$ cat src/rtl/cache_line_arbiter.sv
// Shares the single physical-memory line port between the I-cache and the D-cache.
// D has priority; a bounded D streak guarantees that a waiting I fetch is eventually granted.
module cache_line_arbiter #(
  parameter int LINE_W       = 256,
  parameter int MAX_D_STREAK = 4
) (
  input  logic              clk,
  input  logic              rst,
  input  logic              i_read,
  input  logic [31:0]       i_address,
  output logic [LINE_W-1:0] i_rdata,
  output logic              i_resp,
  input  logic              d_read,
  input  logic              d_write,
  input  logic [31:0]       d_address,
  input  logic [LINE_W-1:0] d_wdata,
  output logic [LINE_W-1:0] d_rdata,
  output logic              d_resp,
  output logic              pmem_read,
  output logic              pmem_write,
  output logic [31:0]       pmem_address,
  output logic [LINE_W-1:0] pmem_wdata,
  input  logic [LINE_W-1:0] pmem_rdata,
  input  logic              pmem_resp,
  output logic              busy
);

  localparam logic [1:0] ST_IDLE    = 2'd0;
  localparam logic [1:0] ST_SERVE_I = 2'd1;
  localparam logic [1:0] ST_SERVE_D = 2'd2;
  localparam logic [1:0] ST_DONE    = 2'd3;

  localparam int              SW         = $clog2(MAX_D_STREAK + 1);
  localparam logic [SW-1:0]   STREAK_MAX = SW'(MAX_D_STREAK);

  logic [1:0]        r_state;
  logic [SW-1:0]     r_streak;
  logic              r_pmem_read;
  logic              r_pmem_write;
  logic [31:0]       r_pmem_address;
  logic [LINE_W-1:0] r_pmem_wdata;

  logic w_i_req;
  logic w_d_req;
  logic w_streak_full;
  logic w_grant_i;
  logic w_grant_d;

  assign w_i_req       = i_read;
  assign w_d_req       = d_read | d_write;
  assign w_streak_full = (r_streak == STREAK_MAX);
  // A waiting I only overtakes D once D has used up its streak allowance.
  assign w_grant_i     = (r_state == ST_IDLE) && w_i_req && (!w_d_req || w_streak_full);
  assign w_grant_d     = (r_state == ST_IDLE) && w_d_req && !(w_i_req && w_streak_full);

  always_ff @(posedge clk) begin
    if (rst) begin
      r_state        <= ST_IDLE;
      r_streak       <= '0;
      r_pmem_read    <= 1'b0;
      r_pmem_write   <= 1'b0;
      r_pmem_address <= '0;
      r_pmem_wdata   <= '0;
    end else begin
      case (r_state)
        ST_IDLE: begin
          if (w_grant_i) begin
            r_state        <= ST_SERVE_I;
            r_pmem_read    <= 1'b1;
            r_pmem_write   <= 1'b0;
            r_pmem_address <= i_address;
            r_streak       <= '0;
          end else if (w_grant_d) begin
            r_state        <= ST_SERVE_D;
            r_pmem_address <= d_address;
            // An illegal read+write request is treated as a writeback.
            if (d_write) begin
              r_pmem_write <= 1'b1;
              r_pmem_read  <= 1'b0;
              r_pmem_wdata <= d_wdata;
            end else begin
              r_pmem_write <= 1'b0;
              r_pmem_read  <= 1'b1;
            end
            if (!w_i_req)
              r_streak <= '0;
            else if (!w_streak_full)
              r_streak <= r_streak + SW'(1);
          end
        end
        ST_SERVE_I, ST_SERVE_D: begin
          if (pmem_resp) begin
            r_pmem_read  <= 1'b0;
            r_pmem_write <= 1'b0;
            r_state      <= ST_DONE;
          end
        end
        ST_DONE: r_state <= ST_IDLE;
        default: r_state <= ST_IDLE;
      endcase
    end
  end

  assign i_resp       = (r_state == ST_SERVE_I) && pmem_resp;
  assign d_resp       = (r_state == ST_SERVE_D) && pmem_resp;
  assign i_rdata      = pmem_rdata;
  assign d_rdata      = pmem_rdata;
  assign busy         = (r_state != ST_IDLE);
  assign pmem_read    = r_pmem_read;
  assign pmem_write   = r_pmem_write;
  assign pmem_address = r_pmem_address;
  assign pmem_wdata   = r_pmem_wdata;

endmodule

$ cat config.mk
export PLATFORM = sky130hd
export DESIGN_NAME = cache_line_arbiter
export DESIGN_NICKNAME = d
export VERILOG_FILES = /design/src/rtl/cache_line_arbiter.sv
export SDC_FILE = /design/constraint.sdc
export NUM_CORES = 1
export LEC_CHECK = 0
export ABC_AREA = 1
export ABC_CLOCK_PERIOD_IN_PS = 1800
export BUFFER_PORTS_ARGS = -buffer_cell sky130_fd_sc_hd__buf_2
export CAP_MARGIN = 25
export CORE_AREA = 2 2 548 550
export DETAILED_ROUTE_END_ITERATION = 12
export DIE_AREA = 0 0 550 552
export RECOVER_POWER = 100
export SLEW_MARGIN = 20
export SYNTH_ARGS = -nofsm -noshare
export SYNTH_HDL_FRONTEND = slang
export SYNTH_SLANG_ARGS = --single-unit
$ cat constraint.sdc
create_clock -name clk -period 1.8 [get_ports clk]
set_input_delay 0 -clock clk [delete_from_list [all_inputs] [get_ports clk]]
set_output_delay 0 -clock clk [all_outputs]
set_load 0.02 [all_outputs]
# ---- Yosys cells after proc, flatten, opt, wreduce, memory -nomap -nowiden
# Cells that the tools add are included.
dict set report op_classes {
  add_sub_neg 1
  n_mul 0
  n_div 0
  order_cmp 0
  n_eq_ne 7
  shifts 0
  muxes 19
  n_bitwise 2
  n_reduce_logical 20
}
# cell n
set ops {}
lappend ops {{$mux 32} 2}
lappend ops {{$mux 3} 4}
lappend ops {{$logic_and 1x1->1} 7}
lappend ops {{$mux 1} 7}
lappend ops {{$mux 2} 3}
lappend ops {{$pmux 2 s3} 1}
lappend ops {{$reduce_and 3->1} 2}
lappend ops {{$reduce_bool 2->1} 3}
lappend ops {{$eq 2x2->1 const B} 2}
lappend ops {{$pmux 1 s2} 2}
lappend ops {{$reduce_and 2->1} 2}
lappend ops {{$reduce_and 4->1} 1}
lappend ops {{$add 3x1->3 const B} 1}
lappend ops {{$eq 3x3->1 const B} 1}
lappend ops {{$ne 3x2->1 const B} 1}
lappend ops {{$ne 3x3->1 const B} 1}
lappend ops {{$eq 2x1->1 const B} 1}
lappend ops {{$logic_not 1->1} 2}
lappend ops {{$logic_not 2->1} 1}
lappend ops {{$ne 2x2->1 const B} 1}
lappend ops {{$reduce_or 2->1} 1}
lappend ops {{$logic_or 1x1->1} 1}
lappend ops {{$not 1->1} 1}
lappend ops {{$or 1x1->1} 1}
dict set report word_totals {
  register_bits 295
  latchBits 0
  ramBits 0
  mem_bits_ro 0
  in_bits 582
  output_inout_bits 805
  elab_cells 55
  mem_count 0
}

# ---- Longest topological paths before layout
# Gate-level depths: netlist of the first run.
dict set report logic_depth {
  depth_word 7
  ltp_mapped 12
  ltp_nobuf 10
}

# ---- Worst setup path before layout of the first run
# Ideal clock, no wire load.
dict set report synth_path {
  path_kind {register to register}
  from {reg r_state[0]}
  to {reg r_pmem_wdata[11] (netlist: pmem_wdata[11])}
  setup_ns 0.113
  arrival_time_ns 1.519
  required_ns 1.687
  path_slack_ns 0.168
  path_stages_with_launch 13
  n_path_buf 3
  period_less_slack_ns 1.632
  cell_sequence {dfxtp_1 inv_1 ha_1 nand2_1 inv_2 nand2_1 nand3b_1 buf_4 buf_4 buf_4 nand2_1 nand2_1 nor2_1}
}
dict set report synth_between {
  elab_chain_len 5
  word_cells_on_any_way 7
  cone_classes {bitwise (1); reduce/logical (6)}
}
# element line_no
set synth_lines {}
lappend synth_lines {{from (decl)} 36} ;# logic [1:0] r_state;
lappend synth_lines {{from (signal assigned)} 58} ;# r_state <= ST_IDLE;
lappend synth_lines {{from (signal assigned)} 68} ;# r_state <= ST_SERVE_I;
lappend synth_lines {{from (signal assigned)} 74} ;# r_state <= ST_SERVE_D;
lappend synth_lines {{$logic_not 2->1 *} {53, 54, 65}}
lappend synth_lines {{$logic_and 1x1->1 (2 in series)} 53} ;# assign w_grant_i = (r_state == ST_IDLE) && w_i_req && (!w_d_req || w_streak_full);
lappend synth_lines {{$not 1->1 (no source line)} --}
lappend synth_lines {{$reduce_and 4->1 (no source line) *} --}
lappend synth_lines {{to (signal assigned)} 80} ;# r_pmem_wdata <= d_wdata;
lappend synth_lines {{to (decl)} 41} ;# logic [LINE_W-1:0] r_pmem_wdata;
# Mark *: on every way between the ends. The rest lies on a longest branch, timed or not.
# A chain may end at the register's enable or synchronous reset.

# ---- Worst setup path in the final report of the first run
dict set report layout_path {
  from {reg r_streak[0]}
  to {reg r_pmem_wdata[213] (netlist: pmem_wdata[213])}
}
dict set report layout_between {
  elab_chain_len 5
  word_cells_on_any_way 8
  cone_classes {eq/ne (1); bitwise (1); reduce/logical (6)}
}
# element line_no
set layout_lines {}
lappend layout_lines {{from (decl)} 37} ;# logic [SW-1:0] r_streak;
lappend layout_lines {{from (signal assigned)} 88} ;# r_streak <= r_streak + SW'(1);
lappend layout_lines {{$eq 3x3->1 *} 51} ;# assign w_streak_full = (r_streak == STREAK_MAX);
lappend layout_lines {{$logic_and 1x1->1 or $logic_or 1x1->1 (tied branches)} {54, 53}}
lappend layout_lines {{$logic_not 1->1 or $logic_and 1x1->1 (tied branches)} {54, 53}}
lappend layout_lines {{$logic_and 1x1->1 or $not 1->1 (tied branches)} --}
lappend layout_lines {{$reduce_and 4->1 (no source line) *} --}
# Marks and branches as above.

==> results of run 1 <==
## sequential cells by signal, indices dropped and copies added, names as in the netlist
name and count:
pmem_wdata 256, pmem_read 1, pmem_address 32, r_state 2, r_streak 3, pmem_write 1
## cell type report
cell class | count | area (um2) | area share, %
timing repair buffer | 1077 | 7990 | 29.9
sequential | 295 | 5910 | 22.1
multi-input combinational | 1272 | 5190 | 19.4
tap | 3958 | 4950 | 18.5
clock buffer | 53 | 1160 | 4.36
inverter | 305 | 1150 | 4.32
clock inverter | 20 | 289 | 1.08
antenna | 27 | 67.6 | 0.253
## per-layer routing
metal / wire length, um / up-vias
met3: 64000 / 555
met2: 74200 / 1487
met4: 12700 / 24
li1: - / 7753
met5: 229 / -
met1: 43500 / 6931
## cells in the mapped netlist
cell and count:
or2_2 2, nand3b_1 2, o21ai_2 1, inv_2 3, buf_1 7, o21ai_0 4, buf_6 2, inv_1 302
clkbuf_1 33, nand2_1 596, ha_1 6, buf_2 19, buf_4 556, nor2_1 588, dfxtp_1 295, nand3_1 68
a21oi_1 5
## final timing paths
check | start | endpoint | depth (start not counted)
setup / recovery | r_streak[0]$_SDFFE_PP0P_ | pmem_wdata[213]$_SDFFE_PP0P_ | 12
hold / removal | pmem_rdata[92] | d_rdata[92] | 0
setup reg to reg | r_streak[0]$_SDFFE_PP0P_ | pmem_wdata[213]$_SDFFE_PP0P_ | 12
hold reg to reg | pmem_wdata[126]$_SDFFE_PP0P_ | pmem_wdata[126]$_SDFFE_PP0P_ | 4
## worst max-delay path: stages (launching register included)
cell       delay [ns]
dfxtp_2          0.32
inv_2            0.07
ha_4             0.16
nand2_4          0.05
o21ai_4          0.06
nand2_2          0.06
nand3b_1         0.13
buf_12           0.14
buf_12           0.18
clkbuf_16        0.26
nand2_1          0.05
nand2_1          0.05
nor2_1           0.04
## stage by stage
step	worst slack, ns	util, %
after floorplan	0.168	-
after global placement	-0.330	6.97
after detailed placement	-0.347	6.97
after CTS	-0.143	8.86
after global routing	-0.206	8.94
final	-0.123	8.96
## cell families (layout without fill, tap and decap cells)
kind of cell             after synthesis  count (layout)  synth area share, %
AO/OA/AOI/OAI                         10              10                0.327
adder cells (fa/ha/maj)                6               6                0.457
buffers and inverters                922            1455                 34.0
flip-flops                           295             295                 35.9
other                                  0              27                    0
AND/OR/NAND/NOR                     1256            1256                 29.3
## power breakdown
group,total [mW],switching (mW),internal (mW)
Clock,9.33,4.01,5.32
Combinational,17.7,12.0,5.78
Sequential,9.42,1.02,8.40
## what timing repair did
item,in CTS,in global routing
hold buffers,351,0
pin swaps,8,10
setup buffers,15,1
gates cloned,7,18
hold endpoints to repair,295,0
setup endpoints to repair,224,284
gates resized for setup,97,56
==> summary.md, run 1 <==
| Metric | Value |
|---|---|
| Synth area leaders | `dfxtp_1, buf_4, nand2_1, nor2_1, inv_1` |
| Peak fanout along the critical path | `26` |
| Req. time, crit path | `2.35 ns` |
| Final HPWL DP | `171 mm` |
| Initial antenna violation count | `88` |
| Max clock buf depth | `3` |
| First-pass GRT wire length | `225 mm` |
| Gr usage total | `12.2%` |
| Busiest grt layer | `met3` |
| Commonest non-fill, non-tap cell in the layout | `nand2_1` |
| FMAX | `520 MHz` |
| Area leader, netlist | `dfxtp_1` |
| WS Path Type | `reg2reg` |
| Num CTS Buffers | `43` |
| Final #Nets | `3582` |
| Die Span Y | `552 um` |
| Crit path DAT | `2.47 ns` |
| Yosys Warn Count | `0` |
| Global placement routability congestion | `0.952` |
| Hold Vio Cnt, Final | `0` |
| Worst Clk Skew | `0.0561 ns` |
| RSZ-0062 raised after global routing | `yes` |
| Startpoint types | `flip-flop` |
| Post-synthesis sequential area ratio | `35.9%` |
| Fill count | `35100` |
| Setup TNS | `-8.29 ns` |
| Yosys cell types | `17` |
| HP Class | `in2out` |
| Die width | `550 um` |
| DRT Wirelength | `195 mm` |
| Worst skew pair latency | `0.69 ns` |
| 1st-pass router iterations | `7` |
| Worst setup EP type | `flip-flop` |
| Met2 Use GR | `16.9%` |
| Max Cap Violations | `0` |
| Initial DRC Count | `1079` |
| Status | `finished, violations left` |
| VDD IR max | `735 uV` |
| Normalized max-slew margin | `49.0%` |
| Total number of H-tree levels | `2` |
| Clock sinks | `295` |
| Vias per inst | `2.39` |
| CTS root buffer | `clkbuf_16` |
| WL per Instance | `27.8 um` |
| Cells after Synth | `2489` |
| Reg clk slew, reported paths | `0.06 ns` |
| Syn Area/Cell | `6.60 um2` |
| Crit path time final | `1.92 ns` |
| Layout cell share with drive strength beyond 1 | `21.0%` |
| Met1 GRT Util | `7.72%` |
| Setup ws final | `-0.123 ns` |
| DR vias | `16800` |
| Area share of the largest cell type after synthesis | `35.9%` |
| Final slew viol count | `0` |
| Final hold slack | `0.00000973 ns` |
| Pleak | `11.7 nW` |
| TritonCTS clock tree | `built` |
| Tightest Pin Transition | `0.769 ns` |
| Syn Nets | `3077` |
| GRT Residual Overflow | `0` |
| Vias in the first global route | `15800` |
| Power Density | `1370 mW/mm2` |
| Port Buf Inserts | `618` |
| Final ANT Viol Nets | `0` |
| Die Area | `0.304 mm2` |
| Most frequent cells in the layout | `nand2_1, nor2_1, dlygate4sd3_1` |
| Final cell count without fillers | `7007` |
| Post-DP Area | `0.0208 mm2` |
| Total power | `36.5 mW` |
| Met3 GRT Util | `18.6%` |
| Row count | `201` |
| R2R setup slack | `-0.12 ns` |
| CORE AREA | `0.298 mm2` |
| Largest net degree at the start of global routing | `80` |
| I/O pins | `1387` |
| Area delta synth->final | `62.6%` |
| Synthesized area | `0.0164 mm2` |
| Initial core utilization | `5.51%` |
| Final Instance Area | `0.0267 mm2` |
| DR DRC count | `0` |
| #FFs+latches synth | `295` |
| Final setup viols | `168` |
| Placed insts | `6519` |
| Failing checks | `setup timing` |
| Final Cycle Share | `107%` |
Note: power is estimated with default switching activity, not from simulation.
==> inputs of run 2 (changes only) <==
--- a/config.mk
+++ b/config.mk
@@ -8,10 +8,10 @@
 export ABC_AREA = 1
 export ABC_CLOCK_PERIOD_IN_PS = 1800
 export BUFFER_PORTS_ARGS = -buffer_cell sky130_fd_sc_hd__buf_2
-export CAP_MARGIN = 25
 export CORE_AREA = 2 2 548 550
 export DETAILED_ROUTE_END_ITERATION = 12
 export DIE_AREA = 0 0 550 552
+export PLACE_DENSITY = 0.3
 export RECOVER_POWER = 100
 export SLEW_MARGIN = 20
 export SYNTH_ARGS = -nofsm -noshare
==> run 2 against run 1 <==
- the run still ends with setup timing left
- fmax increased by 4.1%
- design area increased by 5.1%
- critical endpoint is now pmem_wdata[121]$_SDFFE_PP0P_
- flip-flop and latch count unchanged
- combinational power about the same
- clock skew decreased by 0.016 ns
- non-clock buffer count increased by 89
==> summary.md, run 2 (synthesized netlist as in run 1, its figures left out) <==
| Metric | Value |
|---|---|
| Most frequent cells in the layout | `nand2_1, nor2_1, dlygate4sd3_1` |
| Total power | `37.6 mW` |
| First-pass GRT wire length | `183 mm` |
| Largest net degree at the start of global routing | `63` |
| Pleak | `12.2 nW` |
| R2R Path End | `pmem_wdata[121]$_SDFFE_PP0P_` |
| RSZ-0062 raised after global routing | `yes` |
| Initial antenna violation count | `63` |
| Port Buf Inserts | `618` |
| CTS root buffer | `clkbuf_16` |
| Final cell count without fillers | `7096` |
| Max Cap Violations | `0` |
| Multi-input logic area | `0.00551 mm2` |
| WS Path Type | `reg2reg` |
| Commonest non-fill, non-tap cell in the layout | `nand2_1` |
| Setup TNS | `-1.04 ns` |
| TritonCTS clock tree | `built` |
| Peak fanout along the critical path | `8` |
| Row count | `201` |
| FMAX | `542 MHz` |
| Initial DRC Count | `702` |
| Crit path time final | `1.85 ns` |
| 1st-pass router iterations | `5` |
| Final ANT Viol Nets | `0` |
| Total number of H-tree levels | `2` |
| I/O pins | `1387` |
| Failing checks | `setup timing` |
| Global placement routability congestion | `0.843` |
| Crit path DAT | `2.46 ns` |
| Tightest Pin Transition | `0.729 ns` |
| Worst r2r src | `r_streak[1]$_SDFFE_PP0P_` |
| HP Class | `in2out` |
| Power Density | `1340 mW/mm2` |
| Final Cycle Share | `103%` |
| Clock sinks | `295` |
| Layout cell share with drive strength beyond 1 | `23.9%` |
| Num CTS Buffers | `52` |
| DR DRC count | `0` |
| Initial core utilization | `5.51%` |
| Beginning of the critical path | `r_streak[1]$_SDFFE_PP0P_` |
| Reg clk slew, reported paths | `0.06 ns` |
| Final #Nets | `3680` |
| Worst Path Buf+Inv | `5` |
| Worst skew pair latency | `0.73 ns` |
| Normalized max-slew margin | `51.6%` |
| WL per Instance | `21.2 um` |
| Die width | `550 um` |
| Fill count | `35100` |
| Gr usage total | `9.41%` |
| Vias in the first global route | `16500` |
| Hold wc startpoint | `pmem_rdata[5]` |
| Status | `finished, violations left` |
| Slowest stage delay, CP | `0.33 ns` |
| Die Area | `0.304 mm2` |
| Worst Clk Skew | `0.0405 ns` |
| Req. time, crit path | `2.42 ns` |
| VDD IR max | `763 uV` |
| Crit-path cells | `inv_2 > ha_4 > nand2_4 > o21ai_4 > nand2_2 > nand3b_1 > buf_6 > buf_16 > clkbuf_16 > clkbuf_16 > nor2_1 > nor2_1` |
| Hold Vio Cnt, Final | `0` |
| Die Span Y | `552 um` |
| Area delta synth->final | `70.8%` |
| CORE AREA | `0.298 mm2` |
| R2R setup slack | `-0.05 ns` |
| Vias per inst | `2.35` |
| Final slew viol count | `0` |
| DRT Wirelength | `150 mm` |
| Final HPWL DP | `128 mm` |
| Largest register FFs | `256` |
| Startpoint types | `flip-flop` |
| DR vias | `16700` |
| Depth of the most critical reg-to-reg path | `12` |
| GRT Residual Overflow | `0` |
| Setup crit end | `pmem_wdata[121]$_SDFFE_PP0P_` |
| Max clock buf depth | `3` |
| Dpl ws | `-0.198 ns` |
| Worst path top cell family by delay | `buffers and inverters` |
| Crit path depth | `12` |
| Sequential Area | `0.00591 mm2` |
| Slowest cell on crit path | `dfxtp_2` |
| Worst setup EP type | `flip-flop` |
| Placed insts | `6526` |
| Setup ws final | `-0.0464 ns` |
| Final setup viols | `59` |
[run 2: worst reg2reg max path: stages (launching register included)]
cell and delay, ns:
dfxtp_2 0.33, inv_2 0.05, ha_4 0.17, nand2_4 0.07
o21ai_4 0.05, nand2_2 0.07, nand3b_1 0.10, buf_6 0.15
buf_16 0.15, clkbuf_16 0.28, clkbuf_16 0.20, nor2_1 0.09
nor2_1 0.05
[run 2: how the worst min path moves through the flow]
stage	slack, ns	endpoint	depth (start not counted)
2_1_floorplan	0.11	d_rdata[0]	1
3_3_place_gp	0.0002	i_rdata[17]	0
3_5_place_dp	0.0002	i_rdata[17]	0
4_1_cts	0.00009	pmem_wdata[252]$_SDFFE_PP0P_	4
5_1_grt	0.00004	d_rdata[247]	0
6_report	0.00001	i_rdata[5]	0
[run 2: layout make-up]
class,count,share of cell area (%)
multi-input cells,1272,19.6
repair buffers,1166,31.4
inverters,305,4.11
well taps,3958,17.6
clock buffers,72,5.22
clock inverters,19,0.829
diodes,9,0.0802
flip-flops and latches,295,21.1
[run 2: metrics by stage]
step	utilization [%]	instance area, um2	hold WS, ns
after floorplan	-	16400	0.113
after global placement	7.00	20900	0.000211
after detailed placement	7.00	20900	0.000211
after CTS	9.21	27500	0.0000893
after global routing	9.41	28100	0.0000388
final	9.41	28100	0.00000974
[run 2: routing by layer]
layer	vias to the layer above	routed length, um	track usage, %
met2	1143	57300	13.0
met3	452	38900	10.9
met1	7123	46100	8.13
met4	6	7990	4.66
li1	7935	-	-
met5	-	34	0.111
[run 2: where the power goes]
| group | switching, mW | internal (mW) | total, mW |
|---|---|---|---|
| clock | 4.41 | 6.09 | 10.5 |
| sequential | 1.07 | 8.41 | 9.49 |
| combinational | 11.5 | 6.10 | 17.6 |
| total | 17.0 | 20.6 | 37.6 |
[run 2: repair_timing]
item                                    4_1_cts  5_1_grt
hold buffers                                439        0
hold endpoints to repair                    295        0
pin swaps                                     6       24
cloned                                        6       16
endpoints found under the setup margin      237      242
resized for setup                            68      175
buffers inserted                             10        0
